$ cat config.mk
export PLATFORM = sky130hd
export DESIGN_NAME = bits_to_bytes_packer_flat
export DESIGN_NICKNAME = d
export VERILOG_FILES = /design/src/rtl/bits_to_bytes_packer_if.sv /design/src/rtl/bits_to_bytes_packer.sv /design/src/flat_wrapper.sv
export SDC_FILE = /design/constraint.sdc
export NUM_CORES = 1
export LEC_CHECK = 0
export CORE_MARGIN = 2
export CORE_UTILIZATION = 59
export CTS_CLUSTER_SIZE = 10
export DETAILED_ROUTE_END_ITERATION = 16
export GPL_ROUTABILITY_DRIVEN = 0
export GPL_TIMING_DRIVEN = 0
export PLACE_DENSITY = 0.82
export SLEW_MARGIN = 10
export SYNTH_ARGS = -nofsm -noshare
export SYNTH_HDL_FRONTEND = slang
export SYNTH_SLANG_ARGS = --single-unit
$ cat constraint.sdc
create_clock -name clk -period 2.7 [get_ports clk]
set_input_delay 0.27 -clock clk [delete_from_list [all_inputs] [get_ports clk]]
set_output_delay 0.27 -clock clk [all_outputs]
set_load 0.1 [all_outputs]
$ cat src/rtl/bits_to_bytes_packer_if.sv
// Bit-stream input and byte-stream output handshakes of the bits-to-bytes packer.
// master = bit producer / byte consumer side, slave = packer.
interface bits_to_bytes_packer_if;
   logic       bit_valid;
   logic       bit_in;
   logic       bit_last;
   logic       bit_ready;
   logic       byte_valid;
   logic [7:0] byte_out;
   logic       byte_last;
   logic       byte_ready;

   modport master (
      output bit_valid, bit_in, bit_last, byte_ready,
      input  bit_ready, byte_valid, byte_out, byte_last
   );

   modport slave (
      input  bit_valid, bit_in, bit_last, byte_ready,
      output bit_ready, byte_valid, byte_out, byte_last
   );
endinterface

$ cat src/rtl/bits_to_bytes_packer.sv
// Kyber BitsToBytes streaming packer: LSB-first serial bits in, framed bytes out
// through a small FIFO, with misaligned frame ends flagged on err_align.
module bits_to_bytes_packer #(
   parameter int BYTE_COUNT = 256,
   parameter int FIFO_DEPTH = 4
) (
   input  logic                   clk,
   input  logic                   rst,
   bits_to_bytes_packer_if.slave  bus,
   output logic                   busy,
   output logic                   done,
   output logic                   err_align
);

   localparam int BCW = (BYTE_COUNT > 1) ? $clog2(BYTE_COUNT) : 1;
   localparam int PW  = (FIFO_DEPTH > 1) ? $clog2(FIFO_DEPTH) : 1;
   localparam logic [BCW-1:0] BCNT_LAST = BCW'(BYTE_COUNT - 1);
   localparam logic [PW:0]    CNT_FULL  = (PW+1)'(FIFO_DEPTH);

   typedef enum logic [1:0] {
      IDLE  = 2'd0,
      PACK  = 2'd1,
      DRAIN = 2'd2
   } state_t;

   state_t           state_r;
   logic [7:0]       sr_r;
   logic [2:0]       bidx_r;
   logic [BCW-1:0]   bcnt_r;
   logic [8:0]       mem_r [FIFO_DEPTH];
   logic [PW-1:0]    wptr_r;
   logic [PW-1:0]    rptr_r;
   logic [PW:0]      cnt_r;
   logic             done_r;
   logic             err_r;

   logic             fifo_full_s;
   logic             fifo_empty_s;
   logic             completing_s;
   logic             ready_s;
   logic             accept_s;
   logic             push_s;
   logic             pop_s;
   logic             last_pos_s;
   logic             frame_end_s;
   logic             misalign_s;
   logic [7:0]       packed_s;
   logic [8:0]       head_s;

   assign fifo_full_s  = (cnt_r == CNT_FULL);
   assign fifo_empty_s = (cnt_r == (PW+1)'(0));
   assign completing_s = (bidx_r == 3'd7) | bus.bit_last;
   assign last_pos_s   = (bcnt_r == BCNT_LAST) & (bidx_r == 3'd7);

   // Bit acceptance; a full FIFO stalls only the byte-completing bit, and a same-cycle pop does not bypass
   always_comb begin
      ready_s = 1'b0;
      if (!rst) begin
         ready_s = 1'b0;
      end else begin
         case (state_r)
            IDLE:    ready_s = 1'b1;
            PACK:    ready_s = !(completing_s & fifo_full_s);
            DRAIN:   ready_s = 1'b0;
            default: ready_s = 1'b0;
         endcase
      end
   end

   assign accept_s    = bus.bit_valid & ready_s;
   assign push_s      = accept_s & completing_s;
   assign pop_s       = !fifo_empty_s & bus.byte_ready;
   assign frame_end_s = accept_s & (bus.bit_last | last_pos_s);
   assign misalign_s  = frame_end_s & !(bus.bit_last & last_pos_s);

   // Byte being completed: bits above bidx are still zero in sr, which gives the padding
   always_comb begin
      packed_s         = sr_r;
      packed_s[bidx_r] = bus.bit_in;
   end

   // FIFO head presentation, zeroed while empty
   always_comb begin
      head_s = 9'd0;
      if (fifo_empty_s) begin
         head_s = 9'd0;
      end else begin
         head_s = mem_r[rptr_r];
      end
   end

   assign bus.bit_ready  = ready_s;
   assign bus.byte_valid = !fifo_empty_s;
   assign bus.byte_out   = head_s[7:0];
   assign bus.byte_last  = head_s[8];
   assign busy           = (state_r != IDLE);
   assign done           = done_r;
   assign err_align      = err_r;

   // Shift register, bit index and byte counter
   always_ff @(posedge clk or negedge rst) begin
      if (!rst) begin
         sr_r   <= 8'd0;
         bidx_r <= 3'd0;
         bcnt_r <= '0;
      end else if (accept_s) begin
         if (completing_s) begin
            sr_r   <= 8'd0;
            bidx_r <= 3'd0;
            bcnt_r <= frame_end_s ? '0 : (bcnt_r + BCW'(1));
         end else begin
            sr_r   <= packed_s;
            bidx_r <= bidx_r + 3'd1;
         end
      end
   end

   // Output FIFO storage, pointers and occupancy
   always_ff @(posedge clk or negedge rst) begin
      if (!rst) begin
         for (int i = 0; i < FIFO_DEPTH; i++) begin
            mem_r[i] <= 9'd0;
         end
         wptr_r <= '0;
         rptr_r <= '0;
         cnt_r  <= '0;
      end else begin
         if (push_s) begin
            mem_r[wptr_r] <= {frame_end_s, packed_s};
            wptr_r        <= wptr_r + PW'(1);
         end
         if (pop_s) begin
            rptr_r <= rptr_r + PW'(1);
         end
         if (push_s && !pop_s) begin
            cnt_r <= cnt_r + (PW+1)'(1);
         end else if (pop_s && !push_s) begin
            cnt_r <= cnt_r - (PW+1)'(1);
         end
      end
   end

   // Frame control FSM with registered done pulse and sticky alignment flag
   always_ff @(posedge clk or negedge rst) begin
      if (!rst) begin
         state_r <= IDLE;
         done_r  <= 1'b0;
         err_r   <= 1'b0;
      end else begin
         done_r <= 1'b0;
         case (state_r)
            IDLE: begin
               if (accept_s) begin
                  err_r   <= misalign_s;
                  state_r <= frame_end_s ? DRAIN : PACK;
               end
            end
            PACK: begin
               if (frame_end_s) begin
                  err_r   <= misalign_s;
                  state_r <= DRAIN;
               end
            end
            DRAIN: begin
               if (pop_s && !push_s && (cnt_r == (PW+1)'(1))) begin
                  state_r <= IDLE;
                  done_r  <= 1'b1;
               end
            end
            default: begin
               state_r <= IDLE;
            end
         endcase
      end
   end

endmodule

$ cat src/flat_wrapper.sv
// flat-port wrapper written by rule: the top's interface ports become plain ports
module bits_to_bytes_packer_flat 
#(
   parameter int BYTE_COUNT = 256,
   parameter int FIFO_DEPTH = 4
)
  (clk, rst, busy, done, err_align, bus_bit_valid, bus_bit_in, bus_bit_last, bus_byte_ready, bus_bit_ready, bus_byte_valid, bus_byte_out, bus_byte_last);
  bits_to_bytes_packer_if bus_i ();
  input  logic clk;
  input  logic rst;
  output logic busy;
  output logic done;
  output logic err_align;
  input wire logic [$bits(bus_i.bit_valid)-1:0] bus_bit_valid;
  input wire logic [$bits(bus_i.bit_in)-1:0] bus_bit_in;
  input wire logic [$bits(bus_i.bit_last)-1:0] bus_bit_last;
  input wire logic [$bits(bus_i.byte_ready)-1:0] bus_byte_ready;
  output wire logic [$bits(bus_i.bit_ready)-1:0] bus_bit_ready;
  output wire logic [$bits(bus_i.byte_valid)-1:0] bus_byte_valid;
  output wire logic [$bits(bus_i.byte_out)-1:0] bus_byte_out;
  output wire logic [$bits(bus_i.byte_last)-1:0] bus_byte_last;
  assign bus_i.bit_valid = bus_bit_valid;
  assign bus_i.bit_in = bus_bit_in;
  assign bus_i.bit_last = bus_bit_last;
  assign bus_i.byte_ready = bus_byte_ready;
  assign bus_bit_ready = bus_i.bit_ready;
  assign bus_byte_valid = bus_i.byte_valid;
  assign bus_byte_out = bus_i.byte_out;
  assign bus_byte_last = bus_i.byte_last;
  bits_to_bytes_packer #(.BYTE_COUNT(BYTE_COUNT), .FIFO_DEPTH(FIFO_DEPTH)) u_core (.clk(clk), .rst(rst), .bus(bus_i), .busy(busy), .done(done), .err_align(err_align));
endmodule
==> results of run 1 <==
[metal layers]
| layer | up-vias | GRT usage, % | share of wire (%) |
|---|---|---|---|
| met4 | 0 | 14.75 | 3.5 |
| li1 | 1169 | - | - |
| met5 | - | 0 | 0 |
| met3 | 19 | 4.751 | 3.5 |
| met1 | 1225 | 32.17 | 43 |
| met2 | 53 | 40.76 | 50 |
[power by group through the flow]
stage,Clock [uW],Sequential [uW],Combinational [uW]
3_5_place_dp,0,1480,1860
2_1_floorplan,0,1490,1410
4_1_cts,958,1460,1860
6_report,946,1460,1840
5_1_grt,995,1500,1990
3_3_place_gp,0,1460,1800
[tightest hold or removal path, stage by stage]
cell and delay (ps):
buf_6 120, inv_1 50, a21o_1 100
[metrics by stage]
step | hold WS [ps] | area (sq um) | std cells | power [uW] | worst slack [ps]
after floorplan | -25.59 | 3397 | 314 | 2896 | 152.5
after global placement | 458.4 | 3657 | 403 | 3261 | -2175
after detailed placement | 113.3 | 3682 | 404 | 3333 | -23.99
after CTS | 221.2 | 3930 | 421 | 4277 | 34.20
after global routing | 247.8 | 3931 | 421 | 4479 | 9.834
final | 227.8 | 3931 | 421 | 4246 | 127.7
[layout by cell type, fill, tap and decap left out, drive strengths merged, types with 2 or more instances in the layout]
cell type      netlist  routed
a41oi                2       2
clkdlybuf4s15        0      10
dfrtp               66      66
and2                 9       9
ha                  13      13
and3                 4       4
or2                  2       2
clkdlybuf4s50        0       5
xnor2                5       5
o21ai               42      42
nand2b               2       2
clkinvlp             0       2
xor2                 3       3
nand3                7       7
nand4                8       8
nand2               64      64
mux2i               10      10
clkinv               1       2
o22ai                2       2
nor3                 3       3
nor2                14      14
nor3b                2       2
mux4                 9       9
bufinv               0       2
nand3b               2       2
inv                  7       8
o31ai                9       9
buf                 13      15
clkbuf               5      16
[timing repair]
item / in CTS / in global routing
endpoints found under the setup margin: 11 / 2
hold buffers: 1 / 0
gates resized for setup: 31 / 4
pin swaps: 0 / 2
endpoints found under the hold margin: 7 / 0
[cells in the mapped netlist (all sizes together), types with 3 or more instances]
| cell type | n | share of area (%) |
|---|---|---|
| buf | 13 | 3.2 |
| mux4 | 9 | 6.0 |
| nand2 | 64 | 7.3 |
| o31ai | 9 | 2.0 |
| dfrtp | 66 | 49 |
| and3 | 4 | 0.74 |
| clkbuf | 5 | 0.55 |
| xor2 | 3 | 0.78 |
| mux2i | 10 | 3.0 |
| o21ai | 42 | 6.3 |
| nand4 | 8 | 3.2 |
| xnor2 | 5 | 1.3 |
| ha | 13 | 4.8 |
| and2 | 9 | 1.7 |
| nor3 | 3 | 0.59 |
| nor2 | 14 | 1.5 |
| inv | 7 | 0.78 |
| nand3 | 7 | 1.4 |
[sequential cells by signal (all words and copies together) (netlist names)]
signal	cells
u_core.mem_r	36
u_core.bcnt_r	8
u_core.sr_r	8
u_core.bidx_r	3
u_core.cnt_r	3
u_core.rptr_r	2
u_core.state_r	2
u_core.wptr_r	2
u_core.done	1
u_core.err_align	1
[cell families (layout without fill, tap and decap cells)]
kind of cell / after synthesis / after routing / synth area share [%]
mux: 19 / 19 / 8.930
buf+inv: 26 / 61 / 4.834
simple gates: 120 / 120 / 18.93
xor+xnor: 8 / 8 / 2.067
flops: 66 / 66 / 48.71
fa+ha+maj: 13 / 13 / 4.797
compound gates: 62 / 62 / 11.73
[area by class of cell]
class                           count  area (sq um)
Sequential cell                    66          1652
Fill cell                         427          1609
Multi-Input combinational cell    222          1582
Timing Repair Buffer               19         216.5
Clock buffer                       10         137.6
Buffer                             18         130.1
Tap cell                           72         90.09
Clock inverter                      6         88.84
Inverter                            8         35.03
[how the worst min path moves through the flow]
stage / to / slack, ps / cells past startpoint
after floorplan: u_core.bcnt_r[0] / -30 / 0
after global placement: u_core.sr_r[2] / 460 / 2
after detailed placement: u_core.sr_r[5] / 110 / 1
after CTS: u_core.err_align / 220 / 3
after global routing: u_core.err_align / 250 / 3
final: u_core.err_align / 230 / 3
==> impl_metrics.yaml, run 1 <==
critical_path:
  r2r_slack_ps: 140
  worst_ep_arrival_time_ps: 2300
  path_cells: "ha_1 -> ha_1 -> o2111a_1 -> nor3b_2 -> clkdlybuf4s15_2"
  worst_path_max_delay_cell: "clkdlybuf4s15_2"
  start_kind: "flop"
  critPathBufInv: 1
  crit_cells: 5
  crit_top_cell: "ha_1"
  timing.rr.start: "u_core.bidx_r[0]"
  crit_family: "buffers and inverters"
  crit_fanout: 6
  cp-startpoint: "u_core.bidx_r[0]"
  end_kind: "output port"
  cp_slowest_stage_delay_ps: 580
  crit_type: "flop to output port"
  cp.required_ps: 2430
  reg2reg_depth: 9
  crit_path_end: "bus_bit_ready"
  timing.rr.end: "u_core.cnt_r[2]"
sta:
  fin_worst_skew_ps: 8.319
  finalCritPeriodShare_pct: 95.27
  slew_headroom_pct: 35.43
  tns_ps: 0
  max_freq_mhz: 388.8
  setup-violations-final: 0
  finalCriticalPeriod_ps: 2572
  worst-slew-pin-transition_ps: 965.5
  rsz0062_at_grt: "no"
  hold_viol_final: 0
  finalMaxSlewViolations: 0
die:
  start_util_pct: 61.20
  die-height_um: 79.81
  rows: 27
  die_w_um: 79.81
  ioPinCount: 20
  coreArea_sq_mm: 0.005540
  die-area_sq_mm: 0.006370
placement:
  port_buffers: 17
  hpwl_um: 4742
cts:
  cts_max_level: 3
  numClockSinks: 66
  clockBufferDepth: 2
  cts_root_buf: "clkbuf_8"
  tritoncts: "built"
  path_clk_slew_ps: 70
  clk_latency_ps: 360
  cts_setup_buffers: 0
  cts_buffers: 9
routing:
  wirelength_um: 7119
  ant_nets: 0
  drcViolationCount: 0
  first_pass_iters: 4
  viasPerCell: 5.857
  via_count: 2466
  wl_per_cell_um: 16.91
  drt_iter0_markers: 181
pwr:
  p_sw_uw: 1833
  p_leak_uw: 0.001753
  combPwrFrac_pct: 43.3
  seq_power_share_pct: 34.4
  clkPwrFrac_pct: 22.3
  p_int_uw: 2413
  powerDensity_mw_per_mm2: 1080
  swShare_pct: 43.17
  ir_drop_mv: 0.5363
final_layout:
  drive_gt1_share_pct: 19.48
  nNetsFinal: 363
  syn_to_final_growth_pct: 15.94
  diodes: 0
  fin_util_pct: 70.96
global_route:
  grt_pass1_wl_um: 12050
  grt_pass1_vias: 2511
  antenna_found_initial: 0
  globalRouteOverflowTotal: 0
  grt_use_total_pct: 25.36
  grt_start_max_net_pins: 62
logic_synthesis:
  syn_inst: 314
  yosys_register_bits: 66
  syn_area_per_cell_sq_um: 10.80
  yosysUniqueCellTypes: 45
  synth_edf_count: 0
  ys_warn_count: 0
  syn_area_sq_mm: 0.003391
  ys_seq_area_share_pct: 48.71
  ys_async_sr_fraction_pct: 100.0
  ys.flop_type: "dfrtp_1"
  synthesis.nets: 333
min_path:
  hold_class: "input port to flop"
  hp-start: "bus_bit_last"
run_status:
  outcome: "finished clean"
run:
  cap_viol_max_count: 0
No activity file was read; power rests on OpenSTA's default activity.
==> inputs of run 2 (changes only) <==
HOLD_SLACK_MARGIN = 0.15   (was unset)
==> results of run 2 <==
Same layout as run 1: the final DEF is identical, and so are final timing and power.
==> inputs of run 3 (changes only) <==
RECOVER_POWER = 50   (was unset)
==> results of run 3 <==
Same layout as run 1: the final DEF is identical, and so are final timing and power.
